`src/rtl/regbank_pkg.sv`:
```
// Shared defaults, word/address types and sizing helper for the multi-port register bank.
package regbank_pkg;

    localparam int DATA_W_DEF = 32;
    localparam int ADDR_W_DEF = 4;
    localparam int NUM_RD_DEF = 4;
    localparam logic [DATA_W_DEF-1:0] PC_RESET_DEF = 32'h0000_0000;

    typedef logic [ADDR_W_DEF-1:0] reg_addr_t;
    typedef logic [DATA_W_DEF-1:0] word_t;

    function automatic int numRegs(input int addrW);
        return 1 << addrW;
    endfunction

endpackage

```
`src/rtl/regbank_mp_if.sv`:
```
// Decode/execute/writeback bundle of the register bank; master = pipeline side, slave = bank.
interface regbank_mp_if
    import regbank_pkg::*;
#(
    parameter int DATA_W = DATA_W_DEF,
    parameter int ADDR_W = ADDR_W_DEF,
    parameter int NUM_RD = NUM_RD_DEF
);
    localparam int NUM_REGS = numRegs(ADDR_W);

    logic [NUM_RD*ADDR_W-1:0] rd_addr;
    logic                     re;
    logic [NUM_RD*DATA_W-1:0] rd_data;
    logic                     we;
    logic [ADDR_W-1:0]        wr_addr;
    logic [DATA_W-1:0]        wr_data;
    logic                     issue_vld;
    logic [ADDR_W-1:0]        issue_addr;
    logic [NUM_REGS-1:0]      busy;
    logic [NUM_RD-1:0]        hazard;
    logic                     pc_we;
    logic [DATA_W-1:0]        pc_in;
    logic [DATA_W-1:0]        pc_out;

    modport master (
        output rd_addr, re, we, wr_addr, wr_data, issue_vld, issue_addr, pc_we, pc_in,
        input  rd_data, busy, hazard, pc_out
    );

    modport slave (
        input  rd_addr, re, we, wr_addr, wr_data, issue_vld, issue_addr, pc_we, pc_in,
        output rd_data, busy, hazard, pc_out
    );

endinterface

```
`src/rtl/regbank_scoreboard.sv`:
```
// Busy-bit scoreboard with per-read-port hazard lookup.
// REGBANK_BYPASS_EN: mask hazards that the same-cycle writeback resolves.
module regbank_scoreboard
    import regbank_pkg::*;
#(
    parameter int ADDR_W = ADDR_W_DEF,
    parameter int NUM_RD = NUM_RD_DEF
)
(
    input  logic                     clk,
    input  logic                     rst_n,
    input  logic                     i_issueVld,
    input  logic [ADDR_W-1:0]        i_issueAddr,
    input  logic                     i_we,
    input  logic [ADDR_W-1:0]        i_wrAddr,
    input  logic                     i_re,
    input  logic [NUM_RD*ADDR_W-1:0] i_rdAddr,
    output logic [(1<<ADDR_W)-1:0]   o_busy,
    output logic [NUM_RD-1:0]        o_hazard
);
    localparam int NUM_REGS = numRegs(ADDR_W);

    logic [NUM_REGS-1:0] r_busy;
    logic [NUM_REGS-1:0] w_setMask;
    logic [NUM_REGS-1:0] w_clrMask;

    always_comb begin
        w_setMask = '0;
        w_clrMask = '0;
        if (i_issueVld) w_setMask[i_issueAddr] = 1'b1;
        if (i_we)       w_clrMask[i_wrAddr]    = 1'b1;
    end

    // Set is applied after clear so a new producer wins over a retiring one.
    always_ff @(posedge clk) begin
        if (!rst_n) r_busy <= '0;
        else        r_busy <= (r_busy & ~w_clrMask) | w_setMask;
    end

    always_comb begin
        o_hazard = '0;
        for (int i = 0; i < NUM_RD; i++) begin
`ifdef REGBANK_BYPASS_EN
            o_hazard[i] = i_re & r_busy[i_rdAddr[i*ADDR_W +: ADDR_W]]
                        & ~(w_clrMask[i_rdAddr[i*ADDR_W +: ADDR_W]]
                            & ~w_setMask[i_rdAddr[i*ADDR_W +: ADDR_W]]);
`else
            o_hazard[i] = i_re & r_busy[i_rdAddr[i*ADDR_W +: ADDR_W]];
`endif
        end
    end

    assign o_busy = r_busy;

endmodule

```
`src/rtl/regbank_mp.sv`:
```
// Multi-port register bank: NUM_RD registered read ports, one writeback port, PC register, scoreboard.
// REGBANK_BYPASS_EN: write-first forwarding on read/write collisions (read-first otherwise).
module regbank_mp
    import regbank_pkg::*;
#(
    parameter int                DATA_W   = DATA_W_DEF,
    parameter int                ADDR_W   = ADDR_W_DEF,
    parameter int                NUM_RD   = NUM_RD_DEF,
    parameter logic [DATA_W-1:0] PC_RESET = PC_RESET_DEF
)
(
    input  logic         clk,
    input  logic         rst_n,
    regbank_mp_if.slave  bus
);
    localparam int NUM_REGS = numRegs(ADDR_W);

    logic [DATA_W-1:0]        r_regFile [NUM_REGS];
    logic [NUM_RD*DATA_W-1:0] r_rdData;
    logic [NUM_RD*DATA_W-1:0] w_rdNext;
    logic [DATA_W-1:0]        r_pc;

    always_comb begin
        w_rdNext = r_rdData;
        if (bus.re) begin
            for (int i = 0; i < NUM_RD; i++) begin
                w_rdNext[i*DATA_W +: DATA_W] = r_regFile[bus.rd_addr[i*ADDR_W +: ADDR_W]];
`ifdef REGBANK_BYPASS_EN
                if (bus.we && (bus.wr_addr == bus.rd_addr[i*ADDR_W +: ADDR_W]))
                    w_rdNext[i*DATA_W +: DATA_W] = bus.wr_data;
`endif
            end
        end
    end

    always_ff @(posedge clk) begin
        if (!rst_n) begin
            for (int r = 0; r < NUM_REGS; r++) r_regFile[r] <= '0;
            r_rdData <= '0;
            r_pc     <= PC_RESET;
        end else begin
            if (bus.we)    r_regFile[bus.wr_addr] <= bus.wr_data;
            r_rdData <= w_rdNext;
            if (bus.pc_we) r_pc <= bus.pc_in;
        end
    end

    assign bus.rd_data = r_rdData;
    assign bus.pc_out  = r_pc;

    regbank_scoreboard #(
        .ADDR_W (ADDR_W),
        .NUM_RD (NUM_RD)
    ) u_scoreboard (
        .clk         (clk),
        .rst_n       (rst_n),
        .i_issueVld  (bus.issue_vld),
        .i_issueAddr (bus.issue_addr),
        .i_we        (bus.we),
        .i_wrAddr    (bus.wr_addr),
        .i_re        (bus.re),
        .i_rdAddr    (bus.rd_addr),
        .o_busy      (bus.busy),
        .o_hazard    (bus.hazard)
    );

endmodule

```
`src/flat_wrapper.sv`:
```
// flat-port wrapper written by rule: the top's interface ports become plain ports
module regbank_mp_flat import regbank_pkg::*;
#(
    parameter int                DATA_W   = DATA_W_DEF,
    parameter int                ADDR_W   = ADDR_W_DEF,
    parameter int                NUM_RD   = NUM_RD_DEF,
    parameter logic [DATA_W-1:0] PC_RESET = PC_RESET_DEF
)
  (clk, rst_n, bus_rd_addr, bus_re, bus_we, bus_wr_addr, bus_wr_data, bus_issue_vld, bus_issue_addr, bus_pc_we, bus_pc_in, bus_rd_data, bus_busy, bus_hazard, bus_pc_out);
  regbank_mp_if #(.DATA_W(DATA_W), .ADDR_W(ADDR_W), .NUM_RD(NUM_RD)) bus_i ();
  input  logic clk;
  input  logic rst_n;
  input wire logic [$bits(bus_i.rd_addr)-1:0] bus_rd_addr;
  input wire logic [$bits(bus_i.re)-1:0] bus_re;
  input wire logic [$bits(bus_i.we)-1:0] bus_we;
  input wire logic [$bits(bus_i.wr_addr)-1:0] bus_wr_addr;
  input wire logic [$bits(bus_i.wr_data)-1:0] bus_wr_data;
  input wire logic [$bits(bus_i.issue_vld)-1:0] bus_issue_vld;
  input wire logic [$bits(bus_i.issue_addr)-1:0] bus_issue_addr;
  input wire logic [$bits(bus_i.pc_we)-1:0] bus_pc_we;
  input wire logic [$bits(bus_i.pc_in)-1:0] bus_pc_in;
  output wire logic [$bits(bus_i.rd_data)-1:0] bus_rd_data;
  output wire logic [$bits(bus_i.busy)-1:0] bus_busy;
  output wire logic [$bits(bus_i.hazard)-1:0] bus_hazard;
  output wire logic [$bits(bus_i.pc_out)-1:0] bus_pc_out;
  assign bus_i.rd_addr = bus_rd_addr;
  assign bus_i.re = bus_re;
  assign bus_i.we = bus_we;
  assign bus_i.wr_addr = bus_wr_addr;
  assign bus_i.wr_data = bus_wr_data;
  assign bus_i.issue_vld = bus_issue_vld;
  assign bus_i.issue_addr = bus_issue_addr;
  assign bus_i.pc_we = bus_pc_we;
  assign bus_i.pc_in = bus_pc_in;
  assign bus_rd_data = bus_i.rd_data;
  assign bus_busy = bus_i.busy;
  assign bus_hazard = bus_i.hazard;
  assign bus_pc_out = bus_i.pc_out;
  regbank_mp #(.DATA_W(DATA_W), .ADDR_W(ADDR_W), .NUM_RD(NUM_RD), .PC_RESET(PC_RESET)) u_core (.clk(clk), .rst_n(rst_n), .bus(bus_i));
endmodule
```
`config.mk`:
```
export PLATFORM = sky130hd
export DESIGN_NAME = regbank_mp_flat
export DESIGN_NICKNAME = d
export VERILOG_FILES = /design/src/rtl/regbank_pkg.sv /design/src/rtl/regbank_mp_if.sv /design/src/rtl/regbank_scoreboard.sv /design/src/rtl/regbank_mp.sv /design/src/flat_wrapper.sv
export SDC_FILE = /design/constraint.sdc
export NUM_CORES = 2
export LEC_CHECK = 0
export ABC_AREA = 1
export CAP_MARGIN = 20
export CELL_PAD_IN_SITES_DETAIL_PLACEMENT = 2
export CELL_PAD_IN_SITES_GLOBAL_PLACEMENT = 2
export CORE_AREA = 2 2 363 365
export CTS_BUF_LIST = sky130_fd_sc_hd__clkbuf_8
export CTS_CLUSTER_SIZE = 16
export DETAILED_ROUTE_END_ITERATION = 8
export DIE_AREA = 0 0 365 367
export HOLD_SLACK_MARGIN = 0.15
export PLACE_DENSITY_LB_ADDON = 0.05
export SLEW_MARGIN = 5
export SYNTH_ARGS = -nofsm -noshare
export SYNTH_HDL_FRONTEND = slang
export SYNTH_HIERARCHICAL = 1
export SYNTH_SLANG_ARGS = --single-unit
```
`constraint.sdc`:
```
create_clock -name clk -period 3.4 [get_ports clk]
set_input_delay 0.85 -clock clk [delete_from_list [all_inputs] [get_ports clk]]
set_output_delay 0.85 -clock clk [all_outputs]
set_load 0.02 [all_outputs]
```
After elaboration in Yosys (flattened, before gate mapping)
Memories as Yosys holds them, arrays and structs flattened. A register that Yosys moved wholly into a read port is not among the register bits.
Cells that the tools add are included.
{"block": "classes", "bitwise_logic": 7, "n_lt_le_gt_ge": 8, "n_reduce_logical": 7, "n_mux": 21}
{"operator": "16-bit two-way mux", "n": 2}
{"operator": "32-bit two-way mux", "n": 1}
{"operator": "32-bit OR reduction", "n": 1}
{"operator": "4-bit by 5-bit < comparator with 1-bit output, second input constant", "n": 6}
{"operator": "16-bit bitwise AND", "n": 1}
{"operator": "1-bit binary-select mux with 4-bit select", "n": 4}
{"operator": "16-bit inverter", "n": 1}
{"operator": "16-bit bitwise OR", "n": 1}
{"operator": "1-bit two-way mux", "n": 11}
{"operator": "1-bit demux with 4-bit select", "n": 2}
{"operator": "4-bit by 1-bit greater-or-equal comparator with 1-bit output, second input constant", "n": 2}
{"operator": "1-bit bitwise AND", "n": 4}
{"operator": "1-bit zero test", "n": 4}
{"operator": "4-bit two-way mux", "n": 1}
{"operator": "1-bit logical AND", "n": 2}
{"block": "word_totals", "word_cells": 46, "n_memories": 1, "reg_bits": 48, "in_bits": 94, "out_inout_bits": 180, "mem_bits_rw": 512}
{"name": "u_core.r_regFile", "words": 16, "width": 32, "read_ports": 4, "rd_clocked_by_memory_dff": 4, "write_ports": 16, "line_no": "regbank_mp.sv:18", "rtl": "logic [DATA_W-1:0] r_regFile [NUM_REGS];"}

Longest topological paths before layout
{"block": "logic_depth", "word_depth": 8, "depth_mapped": 12, "depth_no_buf": 9}

By module
The synthesis kept the hierarchy.
{"module": "regbank_mp", "cells_each": 6665, "area_each_um2": 43869.6, "seq_area_each_um2": 18577.8, "n_inst": 1}
{"module": "regbank_scoreboard", "cells_each": 261, "area_each_um2": 1468.9, "seq_area_each_um2": 320.3, "n_inst": 1}

Least setup slack after synthesis
OpenSTA, ideal clock, no wires.
{"block": "synth_timing", "kind": "input -> register", "startpoint": "in rst_n", "endpoint": "mem u_core/r_regFile[11][0] (netlist name) (enable)", "arrival_time_ns": 2.237, "setup_ns": 0.389, "n_path_buf": 1, "path_slack_ns": 0.774, "t_required_ns": 3.011, "cell_stages": 5, "cell_sequence": "nand2_1 nor3b_2 nand2_1 buf_2 nand2_1"}
{"element": "from (decl)", "line_no": "flat_wrapper.sv:12", "rtl": "input logic rst_n;"}
{"element": "to (decl)", "line_no": "regbank_mp.sv:18"}

Worst setup path after layout
{"block": "layout_timing", "startpoint": "reg u_core.u_scoreboard.r_busy[7] (netlist: u_core/u_scoreboard/o_busy[7])", "endpoint": "out bus_hazard[2]"}
{"block": "layout_via", "elab_chain_cells": 3}
{"element": "from (decl)", "line_no": "regbank_scoreboard.sv:23", "rtl": "logic [NUM_REGS-1:0] r_busy;"}
{"element": "from (signal assigned)", "line_no": "regbank_scoreboard.sv:37", "rtl": "else r_busy <= (r_busy & ~w_clrMask) | w_setMask;"}
{"element": "1-bit binary-select mux with 4-bit select", "line_no": "regbank_scoreboard.sv:48", "rtl": "o_hazard[i] = i_re & r_busy[i_rdAddr[i*ADDR_W +: ADDR_W]];"}
{"element": "1-bit two-way mux (not written as such)", "line_no": "regbank_scoreboard.sv:48"}
{"element": "1-bit bitwise AND", "line_no": "regbank_scoreboard.sv:48"}
{"element": "to (decl)", "line_no": "flat_wrapper.sv:24", "rtl": "output wire logic [$bits(bus_i.hazard)-1:0] bus_hazard;"}
Every way passes these cells. The select of a mux whose other input is x is not followed.

==> impl_results.md <==
* Run status: completed
* Total of buffers placed on input and output ports at 273
* Count of boundary I/O pins at between 200 and 300
* Area used by sequential logic in the layout at between 15000 and 20000 µm²
* Dominant synthesized flop cell: edfxtp_1
* Core area at 130000 µm²
* Max-cap viol count at 0
* WP data required at 2.55 ns
* WP data arrival at 2.33 ns
* Type of the most critical hold path: reg2reg
* Fin Hold WS at 0.501 ns
* Final setup violation count at 0
* Via count of the first global-routing pass at ~56k
* Dominant cell by count in the synthesized netlist: nand2_1
* Post-Route Setup TNS at 0 ns
* First-pass iteration count of the detailed router at 5
* Cell Pwr Density at 462 nW/µm²
* Core utilization of the finished layout at 40.4%
* Cell count after synthesis at 6926
* Clock transition at the registers of the reported paths at 0.06 ns
* Number of warnings reported in the yosys synthesis log at 6
* Category of the worst setup path launch point: flip-flop
* DRC violations left at 0
* Clock tree from TritonCTS: yes
* Number of buffer and inverter instances along the worst setup path at 2
* Highest net fanout along the worst path at 4
* Sequential cell area fraction in the yosys report at between 40% and 50%
* Clock sinks at just under 700
* CTS root buf: clkbuf_8
* Cell Area, Synth at 45300 µm²
* Slowest stage delay, CP at 0.41 ns
* Total GRT Usage at 38.4%
* Initial antenna violation count at 8
* RSZ-0062 raised after global routing: false
* Starting Density at 34.8%
* Routed Antenna Nets at 0
* Detail-routed via count per cell at approximately 6
* Pre-CTS worst setup slack at 0.336 ns
* Final wirelength at 261000 µm
* Floorplan die width at around 370 µm
* Die outline area at 134000 µm²
* Final period util at 93.5%
* Post-DR wirelength/cell at 29.5 µm
* Tightest Pin Transition at ~1.1 ns
* H-Tree Level Count at 4
* Minimum setup slack in the final design at 0.221 ns
* Cell count after placement at 8576
* Leading post-synthesis cells by cell area: edfxtp_1, nand2_1, nand3_1, dfxtp_1, nor2_1
* HPWL reported at the end of detailed placement at 155000 µm
* Routability Congestion at 0.838
* Master of the slowest instance on the critical path: dfxtp_1
* Clock Skew at 0.0364 ns
* Max frequency at 315 MHz
* Mapped Nets at 7020
* Signed area change from the synthesized netlist to the final layout at 16.3%
* Maximum number of pins on one net before global-route repair at between 100 and 150
* Clock buffer count from CTS at 139
* Leakage dissipation at 23.7 nW
* Ys async rst share at 0%
* Final-report hold violation count at 0
* GRT Residual Overflow at 0
* Top cell by count, worst path: nand3_1
* Number of placement rows at 133
* Vias after detailed routing at 52.9k
* Crit. End Element: output port
* Worst slew slack as a fraction of its limit at between 20% and 30%
* Placement-stage cell area at 49900 µm²
* Class of the most critical setup path: reg2out
* Die H at roughly 370 µm
* Ratio of cells with drive above 1 in the final layout at 6.50%
* Combined area of the multi-input logic cells at 22900 µm²
* Violation count after the first detailed-route iteration at 5501
* Cells along the critical path: inv_1 -> nand2_1 -> nand3_1 -> nand3_1 -> nand3_1 -> a21oi_1 -> dlygate4sd2_1
* Count of distinct cell types in the synthesized netlist at 25
* Deepest clock path buffer count at 3
* Top delay family on crit path: buffers and inverters
* Design area at 52700 µm²
* Portion of synthesized cell area occupied by the leading cell type at about a third
* Top cells by instance count after synthesis: nand2_1, nand3_1, nor2_1, edfxtp_1, buf_2
* Number of enable flip-flop cells after synthesis at 512
* Hold-fix buffers, CTS at 0
* Total power draw at 24.3 mW
* Largest area contributor in the netlist: edfxtp_1
* Seq cells post-synth at 688
* Count of placed standard cells in the final layout, fillers left out at about 8.8k
* Filler cells at 15.8k
* Maximum ir drop on the vdd rail at between 400 and 500 µV
* Min Tclk post-route at roughly 3.2 ns
* Number of nets in the layout at 7056
* Post-synthesis average cell area at 6.55 µm²
* Global-route wire length before repair at 380000 µm
* Clk Latency, worst-skew pair at 0.91 ns
* Max-slew violation total from the final report at 0
[what timing repair did]
item / in CTS / in global routing
setup buffers: 0 / 0
setup endpoints to repair: 4 / 0
resized for setup: 5 / 0
[registers in the layout, summed over array words and instances, names as in the netlist]
name and count:
u_core/bus.rd_data 128, u_core/bus.pc_out 32, u_core/u_scoreboard/o_busy 16, u_core/r_regFile 512
[area by class of cell]
type	count	area share, %
clock inverters	89	1.02
multi-input cells	5451	43.4
well taps	1755	4.17
inverters	228	1.78
repair buffers	454	9.55
clock buffers	162	4.23
flip-flops and latches	688	35.9
diodes	7	0.0332
[kinds of logic after synthesis]
logic type,count (synthesis),share of synthesized area (%)
AO/OA/AOI/OAI,68,0.759
flip-flops,688,41.7
buffers and inverters,787,8.07
AND/OR/NAND/NOR,5383,49.5
[tightest hold or removal path, cell delays in order (launching register included)]
cell,delay [ns]
dfxtp_1,0.32
o21ai_0,0.07
nor2_1,0.07
[power by group]
part	switching, mW	total [mW]	internal (mW)	leakage [nW]
Combinational	3.66	5.22	1.56	15.8
Clock	4.20	8.98	4.78	1.58
Sequential	0.576	10.1	9.55	6.34
Total	8.44	24.3	15.9	23.7
[placed cells by master (no fill, tap or decap), types with 6 or more instances in the layout]
master / count
diode_2: 7
clkdlybuf4s50_1: 251
nor2_1: 841
inv_2: 6
clkbuf_8: 162
inv_6: 9
inv_4: 6
inv_1: 247
nand2_2: 39
buf_4: 109
nand3_1: 1727
bufinv_16: 6
buf_12: 76
edfxtp_1: 512
dfxtp_1: 176
clkinv_1: 21
a21oi_1: 19
nand2_1: 2765
o21ai_0: 38
o21ai_1: 10
clkinv_2: 13
[metal layers]
metal	up-vias	track usage [%]	part of all wire [%]
li1	22500	-	-
met1	27100	49.7	41
met2	2431	61.9	46
met3	773	6.68	7.9
met4	8	18.7	5.2
met5	-	0	0.018
[path summary, 6_finish.rpt]
| check | endpoint | start | cells after the start | slack [ns] |
|---|---|---|---|---|
| max | bus_hazard[2] | u_core/u_scoreboard/o_busy[7]$_SDFF_PN0_ | 7 | 0.22 |
| min | u_core/bus.pc_out[11]$_SDFFE_PN0P_ | u_core/bus.pc_out[11]$_SDFFE_PN0P_ | 2 | 0.50 |
| max reg2reg | u_core/bus.rd_data[120]$_SDFFE_PN0P_ | u_core/r_regFile[11][24]$_SDFFCE_PN0P_ | 8 | 1.76 |
| min reg2reg | u_core/bus.pc_out[11]$_SDFFE_PN0P_ | u_core/bus.pc_out[11]$_SDFFE_PN0P_ | 2 | 0.50 |
Power figures use the tool's default switching activity.
